### src/rtl/cta_launch_arbiter.sv
// Round-robin arbiter sharing the CTA host-request port between NUM_REQ launch sources,
// with an ownership table that routes each "workgroup done" back to its launching source.
module cta_launch_arbiter #(
   parameter int NUM_REQ     = 2,
   parameter int DESC_WIDTH  = 416,
   parameter int TABLE_DEPTH = 8,
   parameter int WG_ID_WIDTH = 32
) (
   input  logic                            clk,
   input  logic                            rst_n,
   input  logic [NUM_REQ-1:0]              req_valid_i,
   output logic [NUM_REQ-1:0]              req_ready_o,
   input  logic [NUM_REQ*WG_ID_WIDTH-1:0]  req_wg_id_i,
   input  logic [NUM_REQ*DESC_WIDTH-1:0]   req_desc_i,
   output logic                            host_req_valid_o,
   input  logic                            host_req_ready_i,
   output logic [WG_ID_WIDTH-1:0]          host_req_wg_id_o,
   output logic [DESC_WIDTH-1:0]           host_req_desc_o,
   input  logic                            host_rsp_valid_i,
   output logic                            host_rsp_ready_o,
   input  logic [WG_ID_WIDTH-1:0]          host_rsp_wg_id_i,
   output logic [NUM_REQ-1:0]              rsp_valid_o,
   input  logic [NUM_REQ-1:0]              rsp_ready_i,
   output logic [WG_ID_WIDTH-1:0]          rsp_wg_id_o,
   output logic [$clog2(TABLE_DEPTH):0]    inflight_cnt_o,
   output logic                            err_unmatched_o
);

   localparam int SRC_W = (NUM_REQ > 1) ? $clog2(NUM_REQ) : 1;
   localparam int IDX_W = (TABLE_DEPTH > 1) ? $clog2(TABLE_DEPTH) : 1;
   localparam int CNT_W = $clog2(TABLE_DEPTH) + 1;

   logic                   out_valid_q, out_valid_d;
   logic [WG_ID_WIDTH-1:0] out_wg_id_q, out_wg_id_d;
   logic [DESC_WIDTH-1:0]  out_desc_q, out_desc_d;
   logic [SRC_W-1:0]       rr_ptr_q, rr_ptr_d;

   logic [TABLE_DEPTH-1:0] tbl_valid_q, tbl_valid_d;
   logic [WG_ID_WIDTH-1:0] tbl_wg_id_q [TABLE_DEPTH];
   logic [WG_ID_WIDTH-1:0] tbl_wg_id_d [TABLE_DEPTH];
   logic [SRC_W-1:0]       tbl_src_q [TABLE_DEPTH];
   logic [SRC_W-1:0]       tbl_src_d [TABLE_DEPTH];

   logic                   rsp_valid_q, rsp_valid_d;
   logic [WG_ID_WIDTH-1:0] rsp_wg_id_q, rsp_wg_id_d;
   logic [SRC_W-1:0]       rsp_src_q, rsp_src_d;
   logic                   err_q, err_d;

   logic                   grant_found;
   logic [SRC_W-1:0]       grant_idx;
   logic [SRC_W-1:0]       arb_cand;
   logic                   alloc_found;
   logic [IDX_W-1:0]       alloc_idx;
   logic                   hit_found;
   logic [IDX_W-1:0]       hit_idx;
   logic [CNT_W-1:0]       cnt;
   logic                   load_en;
   logic                   rsp_owner_ready;
   logic                   rsp_accept;

   always_comb begin
      grant_found = 1'b0;
      grant_idx   = '0;
      arb_cand    = '0;
      for (int i = 0; i < NUM_REQ; i++) begin
         arb_cand = SRC_W'((int'(rr_ptr_q) + i) % NUM_REQ);
         if (!grant_found && req_valid_i[arb_cand]) begin
            grant_found = 1'b1;
            grant_idx   = arb_cand;
         end
      end
   end

   // Lowest free slot for allocation, lowest matching slot for a done; both use pre-update state
   always_comb begin
      alloc_found = 1'b0;
      alloc_idx   = '0;
      hit_found   = 1'b0;
      hit_idx     = '0;
      cnt         = '0;
      for (int i = 0; i < TABLE_DEPTH; i++) begin
         cnt = cnt + CNT_W'(tbl_valid_q[i]);
         if (!alloc_found && !tbl_valid_q[i]) begin
            alloc_found = 1'b1;
            alloc_idx   = IDX_W'(i);
         end
         if (!hit_found && tbl_valid_q[i] && (tbl_wg_id_q[i] == host_rsp_wg_id_i)) begin
            hit_found = 1'b1;
            hit_idx   = IDX_W'(i);
         end
      end
   end

   assign rsp_owner_ready  = rsp_ready_i[rsp_src_q];
   assign host_rsp_ready_o = rst_n && (!rsp_valid_q || rsp_owner_ready);
   assign rsp_accept       = host_rsp_valid_i && host_rsp_ready_o;
   assign load_en          = rst_n && grant_found && alloc_found &&
                             (!out_valid_q || host_req_ready_i);

   always_comb begin
      req_ready_o = '0;
      if (load_en) req_ready_o[grant_idx] = 1'b1;
      rsp_valid_o = '0;
      if (rsp_valid_q) rsp_valid_o[rsp_src_q] = 1'b1;
   end

   always_comb begin
      out_valid_d = out_valid_q;
      out_wg_id_d = out_wg_id_q;
      out_desc_d  = out_desc_q;
      rr_ptr_d    = rr_ptr_q;
      tbl_valid_d = tbl_valid_q;
      tbl_wg_id_d = tbl_wg_id_q;
      tbl_src_d   = tbl_src_q;
      rsp_valid_d = rsp_valid_q;
      rsp_wg_id_d = rsp_wg_id_q;
      rsp_src_d   = rsp_src_q;
      err_d       = rsp_accept && !hit_found;

      if (load_en) begin
         out_valid_d            = 1'b1;
         out_wg_id_d            = req_wg_id_i[int'(grant_idx)*WG_ID_WIDTH +: WG_ID_WIDTH];
         out_desc_d             = req_desc_i[int'(grant_idx)*DESC_WIDTH +: DESC_WIDTH];
         rr_ptr_d               = SRC_W'((int'(grant_idx) + 1) % NUM_REQ);
         tbl_valid_d[alloc_idx] = 1'b1;
         tbl_wg_id_d[alloc_idx] = out_wg_id_d;
         tbl_src_d[alloc_idx]   = grant_idx;
      end else if (host_req_ready_i) begin
         out_valid_d = 1'b0;
      end

      if (rsp_valid_q && rsp_owner_ready) rsp_valid_d = 1'b0;
      if (rsp_accept && hit_found) begin
         tbl_valid_d[hit_idx] = 1'b0;
         rsp_valid_d          = 1'b1;
         rsp_wg_id_d          = host_rsp_wg_id_i;
         rsp_src_d            = tbl_src_q[hit_idx];
      end
   end

   always_ff @(posedge clk) begin
      if (!rst_n) begin
         out_valid_q <= 1'b0;
         out_wg_id_q <= '0;
         out_desc_q  <= '0;
         rr_ptr_q    <= '0;
         tbl_valid_q <= '0;
         for (int i = 0; i < TABLE_DEPTH; i++) begin
            tbl_wg_id_q[i] <= '0;
            tbl_src_q[i]   <= '0;
         end
         rsp_valid_q <= 1'b0;
         rsp_wg_id_q <= '0;
         rsp_src_q   <= '0;
         err_q       <= 1'b0;
      end else begin
         out_valid_q <= out_valid_d;
         out_wg_id_q <= out_wg_id_d;
         out_desc_q  <= out_desc_d;
         rr_ptr_q    <= rr_ptr_d;
         tbl_valid_q <= tbl_valid_d;
         tbl_wg_id_q <= tbl_wg_id_d;
         tbl_src_q   <= tbl_src_d;
         rsp_valid_q <= rsp_valid_d;
         rsp_wg_id_q <= rsp_wg_id_d;
         rsp_src_q   <= rsp_src_d;
         err_q       <= err_d;
      end
   end

   assign host_req_valid_o = out_valid_q;
   assign host_req_wg_id_o = out_wg_id_q;
   assign host_req_desc_o  = out_desc_q;
   assign rsp_wg_id_o      = rsp_wg_id_q;
   assign inflight_cnt_o   = cnt;
   assign err_unmatched_o  = err_q;

endmodule

### config.mk
export PLATFORM = sky130hd
export DESIGN_NAME = cta_launch_arbiter
export DESIGN_NICKNAME = d
export VERILOG_FILES = /design/src/rtl/cta_launch_arbiter.sv
export SDC_FILE = /design/constraint.sdc
export NUM_CORES = 2
export LEC_CHECK = 0
export ABC_AREA = 1
export CAP_MARGIN = 20
export CORE_AREA = 8 8 552 554
export DETAILED_ROUTE_END_ITERATION = 8
export DIE_AREA = 0 0 560 562
export MAX_ROUTING_LAYER = met4
export PLACE_DENSITY = 0.38
export SLEW_MARGIN = 25
export SYNTH_ARGS = -nofsm -noshare
export SYNTH_HDL_FRONTEND = slang
export SYNTH_SLANG_ARGS = --single-unit
### constraint.sdc
create_clock -name clk -period 3.5 [get_ports clk]
set_input_delay 0.7 -clock clk [delete_from_list [all_inputs] [get_ports clk]]
set_output_delay 0.7 -clock clk [all_outputs]
set_load 0.05 [all_outputs]
**After elaboration in Yosys (flattened, before gate mapping)**

Cells that the tools add are included.

- Register bits after elaboration: 757
- Bits in read-only memories: 0
- Memory bits (writable): 0
- Memories: 0
- Latch bits: 0

- Shift operators: 2
- Multiplexer cells: 65
- Bitwise operators: 5
- Multiply operators: 1
- $add $sub $neg: 9
- Magnitude comparators: 13
- Divide/modulo/power cells: 0
- Reductions and logical operators: 64
- Equality and inequality tests: 8

Operators with widths:

| operator | number |
|---|---|
| $shiftx 832x11->416 | 1 |
| $bwmux 256 | 1 |
| $eq 32x32->1 | 8 |
| $demux 32 s3 | 1 |
| $shiftx 64x7->32 | 1 |
| $mux 1 | 39 |
| $logic_and 1x1->1 | 36 |
| $mux 3 | 12 |
| $mux 32 | 1 |
| $logic_not 1->1 | 24 |
| $add 4x1->4 | 4 |
| $mux 8 | 2 |
| $demux 1 s3 | 3 |
| $and 8x8->8 | 1 |
| $bwmux 8 | 1 |
| $ge 4x4->1 const B | 2 |
| $lt 1x2->1 const B | 4 |
| $lt 3x4->1 const B | 2 |
| $not 3->4 | 2 |
| $not 8->8 | 1 |
| $or 8x8->8 | 1 |
| $ge 3x1->1 const B | 2 |
| $mul 1x4->5 const B | 1 |
| $add 3x1->4 | 1 |
| 10 further kinds | 16 |

**Depth between registers and ports, before layout**

- Depth in word-level cells: 38
- Gate-level depth with buffers: 21
- Gate-level depth less buffers: 20

**Least setup slack after synthesis**

No wires, ideal clock.

- Kind: register to output
- From: register tbl_valid_q[0]
- To: output port inflight_cnt_o[2]
- Arrival: 3.275 ns
- Stages on the path, launching flop included: 9
- Path buffers: 0
- Path slack: -0.475 ns
- Path through: dfxtp_1 -> fa_1 -> inv_1 -> fa_1 -> fa_1 -> inv_1 -> ha_1 -> fa_1 -> xor2_1

- Longest elaborated chain between the ends: 7

Ends and longest elaborated chain:

| item | line | RTL |
|---|---|---|
| from (decl) | 38 | `logic [TABLE_DEPTH-1:0] tbl_valid_q, tbl_valid_d;` |
| from (signal assigned) | 161 | `tbl_valid_q <= tbl_valid_d;` |
| $add 1x1->2 | 82 | `cnt = cnt + CNT_W'(tbl_valid_q[i]);` |
| $add 2x1->3 | 82 |  |
| $add 3x1->4 | 82 |  |
| $add 4x1->4 (4 in a row) | 82 |  |
| to (decl) | 25 | `output logic [$clog2(TABLE_DEPTH):0] inflight_cnt_o,` |

Every way passes these cells.

**Worst setup path after layout**

Ends and elaborated chain as after synthesis.

==> results.md <==
- I/O Pins: 1427
- Grt total ovfl: 0
- 1st-iter DRT viols: 4304
- CP required: 2800 ps
- Sequential area share after synthesis: 45.75%
- Util after Layout: ~20%
- Routed Antenna Nets: 0
- Hold Path End: tbl_wg_id_q[157]
- Slew @ Worst Pin: 1022 ps
- Crit Path Class: reg -> out
- CTS root buffer: clkbuf_16
- Clock power frac: a little over two fifths
- Via density: 4.020
- Worst reg2reg setup slack: ~280 ps
- Most frequent CP cell: fa_1
- Syn Inst Count: 4675
- Skew final: 76.46 ps
- Crit-path max FO: 2
- Clock latency on the worst-skew pair: between 800 and 900 ps
- Minimum hold slack: 440.0 ps
- Vias in the first global route: 40.54k
- # fillers: 33.36k
- Critical path, cell by cell: fa_1 -> inv_2 -> fa_1 -> fa_1 -> inv_2 -> ha_4 -> fa_2 -> xor2_4 -> buf_12
- PnR Total Power: 27.68 mW
- Async S/R FF share, synth: 0%
- PwrDens: about 470 nW/um2
- Mean Syn Cell Area: 7.085 um2
- Global-route wire length before repair: between 400 and 500 mm
- Worst setup SP type: flip-flop
- Synth Cell Area: about 33000 um2
- Cell area after layout: roughly 60000 um2
- Clk pin slew, worst setup/hold paths: 60 ps
- Final WL: 341.5 mm
- Status: finished with violations
- Hold Path Depth: 4
- Psw: 9.118 mW
- Violated checks: setup timing
- Clk buf depth: 4
- Initial DRT Pass Iterations: 6
- Hold Path Origin: rst_n
- R2r startpoint: tbl_valid_q[0]
- Die ar.: 314700 um2
- Crit-path max cell delay: 560 ps
- Crit-path slowest cell: fa_1
- Pleak: 21.01 nW
- CP top delay family: adder cells
- DRC viols: 0
- Yosys warning count: 0
- Cts hold-fix bufs: 0
- Comb power frac: 22.8%
- Die width: 560 um
- Seq cells post-synth: 757
- Hold Vio Cnt, Final: 0
- H-tree levels: 3
- Reg area: between 15000 and 20000 um2
- Wire per inst: 32.75 um
- RSZ-0062 raised after global routing: yes
- Die boundary height: ~560 um
- Share of layout cells above drive strength 1: approximately 11%
- Placer Congestion: 0.9641
- Initial antenna violation count: 244
- Crit. End Element: primary output
- Placed cell area: ~55000 um2
- Total track usage: 21.20%
- Fmax: about 0.23 GHz
- DPL Wire Length: 284.6 mm
- Worst path bufs/invs: 3
- Synth cell types: 51
- Input/output buffers: 1426
- Core area: 295800 um2
- Routed vias: 41.92k
- Top FF cell, synth: dfxtp_1
- Final worst path period need: approximately 4300 ps
- Worst VDD drop: 0.3989 mV
- TritonCTS clock tree: done
- CTS sink cnt: 757
- Largest net degree at the start of global routing: 216
- Flop pwr share: 33.9%
- Final worst slack: -837.3 ps
- R2R depth: 16
- Worst flop-to-flop path endpoint: host_req_desc_o[311]
- Post-Route Setup TNS: -2447 ps
- Post-synth EDFFs: 0
- Slew margin rel.: about a third
- Initial Util: approximately 11%
- Internal power: 18.57 mW
- Net count, final: 7213
- Min-delay worst type: in -> reg
- Area grow syn2layout: 77.83%
- Max-slew violation total from the final report: 0
- Tcrit/Tclk final: 123.9%
- Net Count, Synth: 5620
- Num rows: 200
- Net Sw Frac: 32.94%
- Worst Path Arrival: 3640 ps
- Area of the multi-input gates: around 15000 um2
- Final setup fails: 4
- CTS Buf Count: 110
- Max-Cap Viols: 0
[cell usage after synthesis (3+ instances only)]
master     instances  area [um2]
xnor2_1           34       297.8
nor3_1            14       70.07
o21ai_1           36       180.2
o22ai_1           42       262.8
dfxtp_1          757       15150
a21oi_2           23       201.4
xor2_1            30       262.8
ha_1               5       62.56
buf_2             99       495.5
nor3_2             3       30.03
buf_6              7       78.83
a21oi_1          251        1256
fa_1               4       80.08
o211ai_1           4       30.03
nand3_1           77       385.4
inv_2             35       131.4
o2111ai_1          6       52.55
a31oi_1          424        2653
inv_1            254       953.4
buf_1             12       45.04
a211oi_1          41       307.8
clkbuf_1         180       675.7
a221oi_1          15       131.4
o21ai_0          208        1041
nor2_2             4       25.02
nand2_1         1787        6708
nand4_1           25       156.4
or2_2             10       62.56
buf_4             28       210.2
nor2_1           232       870.8
[worst reg2reg max path: cells and delay by family (launching register included)]
kind / cells / cell delay [ps]
buf+inv: 7 / 1370
simple gates: 7 / 1070
flops: 1 / 340
compound gates: 1 / 210
fa+ha+maj: 1 / 120
[logic make-up after synthesis]
| logic type | after synthesis | synth area share, % |
|---|---|---|
| AND/OR/NAND/NOR | 2169 | 25.49 |
| AO/OA/AOI/OAI | 1057 | 18.73 |
| flip-flops | 757 | 45.75 |
| buffers and inverters | 618 | 7.869 |
| XOR/XNOR | 64 | 1.692 |
| adder cells (fa/ha/maj) | 9 | 0.4307 |
| multiplexers | 1 | 0.03022 |
[final cells by class]
class | count | area share, %
Antenna cell | 140 | 0.5948
Clock buffer | 145 | 5.253
Clock inverter | 49 | 1.081
Inverter | 290 | 1.865
Multi-Input combinational cell | 3300 | 26.26
Sequential cell | 757 | 25.74
Tap cell | 3939 | 8.368
Timing Repair Buffer | 1809 | 30.84
[per-stage QoR]
stage / std cells / worst slack [ps]
2_1_floorplan: 4675 / 20.84
3_3_place_gp: 10090 / -489.0
3_5_place_dp: 10090 / -406.0
4_1_cts: 10289 / -933.0
5_1_grt: 10406 / -950.3
6_report: 10429 / -837.3
[layout by cell type, fill, tap and decap left out, types with 25 or more instances in the layout]
cell / n
nand3_1: 75
clkbuf_16: 110
clkinv_2: 26
inv_1: 249
a21oi_1: 251
a211oi_1: 41
xor2_1: 29
o22ai_1: 42
nand2_1: 1784
clkdlybuf4s50_1: 1381
nor2_1: 228
inv_2: 39
o21ai_0: 205
o21ai_1: 39
buf_4: 337
xnor2_1: 34
nand4_1: 25
buf_12: 90
a31oi_1: 424
dfxtp_1: 754
diode_2: 140
[what timing repair did]
| action | CTS | global route |
|---|---|---|
| resized for setup | 18 | 1 |
| pin swaps | 8 | 2 |
| buffers inserted | 7 | 0 |
| setup endpoints to repair | 6 | 6 |
[registers in the layout, indices dropped and copies added (netlist names)]
signal            cells
rsp_src_q             1
tbl_valid_q           8
tbl_src_q             8
rsp_wg_id_o          32
tbl_wg_id_q         256
rr_ptr_q              1
host_req_valid_o      1
host_req_desc_o     416
err_unmatched_o       1
host_req_wg_id_o     32
rsp_valid_q           1
[power by group through the flow]
stage	Clock [mW]	Sequential (mW)	Combinational, mW
after CTS	12.3	9.38	6.34
after detailed placement	0	9.55	6.30
after global routing	12.6	9.41	6.60
final	12.0	9.37	6.30
after global placement	0	9.55	6.32
after floorplan	0	10.7	1.37
[layer usage]
metal	GRT usage [%]	vias up	wire, um
met5	-	-	0
met2	34.94	2246	161400
met1	23.85	20424	134100
met4	5.480	0	10000
met3	8.670	500	36050
li1	-	18754	-
[worst max-delay path by stage]
stage	slack [ps]	startpoint	cells after the start	endpoint
2_1_floorplan	20	tbl_valid_q[0]	8	inflight_cnt_o[2]
3_3_place_gp	-490	host_rsp_wg_id_i[6]	17	err_unmatched_o
3_5_place_dp	-410	host_rsp_wg_id_i[6]	17	err_unmatched_o
4_1_cts	-930	tbl_valid_q[0]	9	inflight_cnt_o[2]
5_1_grt	-950	tbl_valid_q[0]	9	inflight_cnt_o[2]
6_report	-840	tbl_valid_q[0]	9	inflight_cnt_o[2]
(Power assumes the default switching activity.)
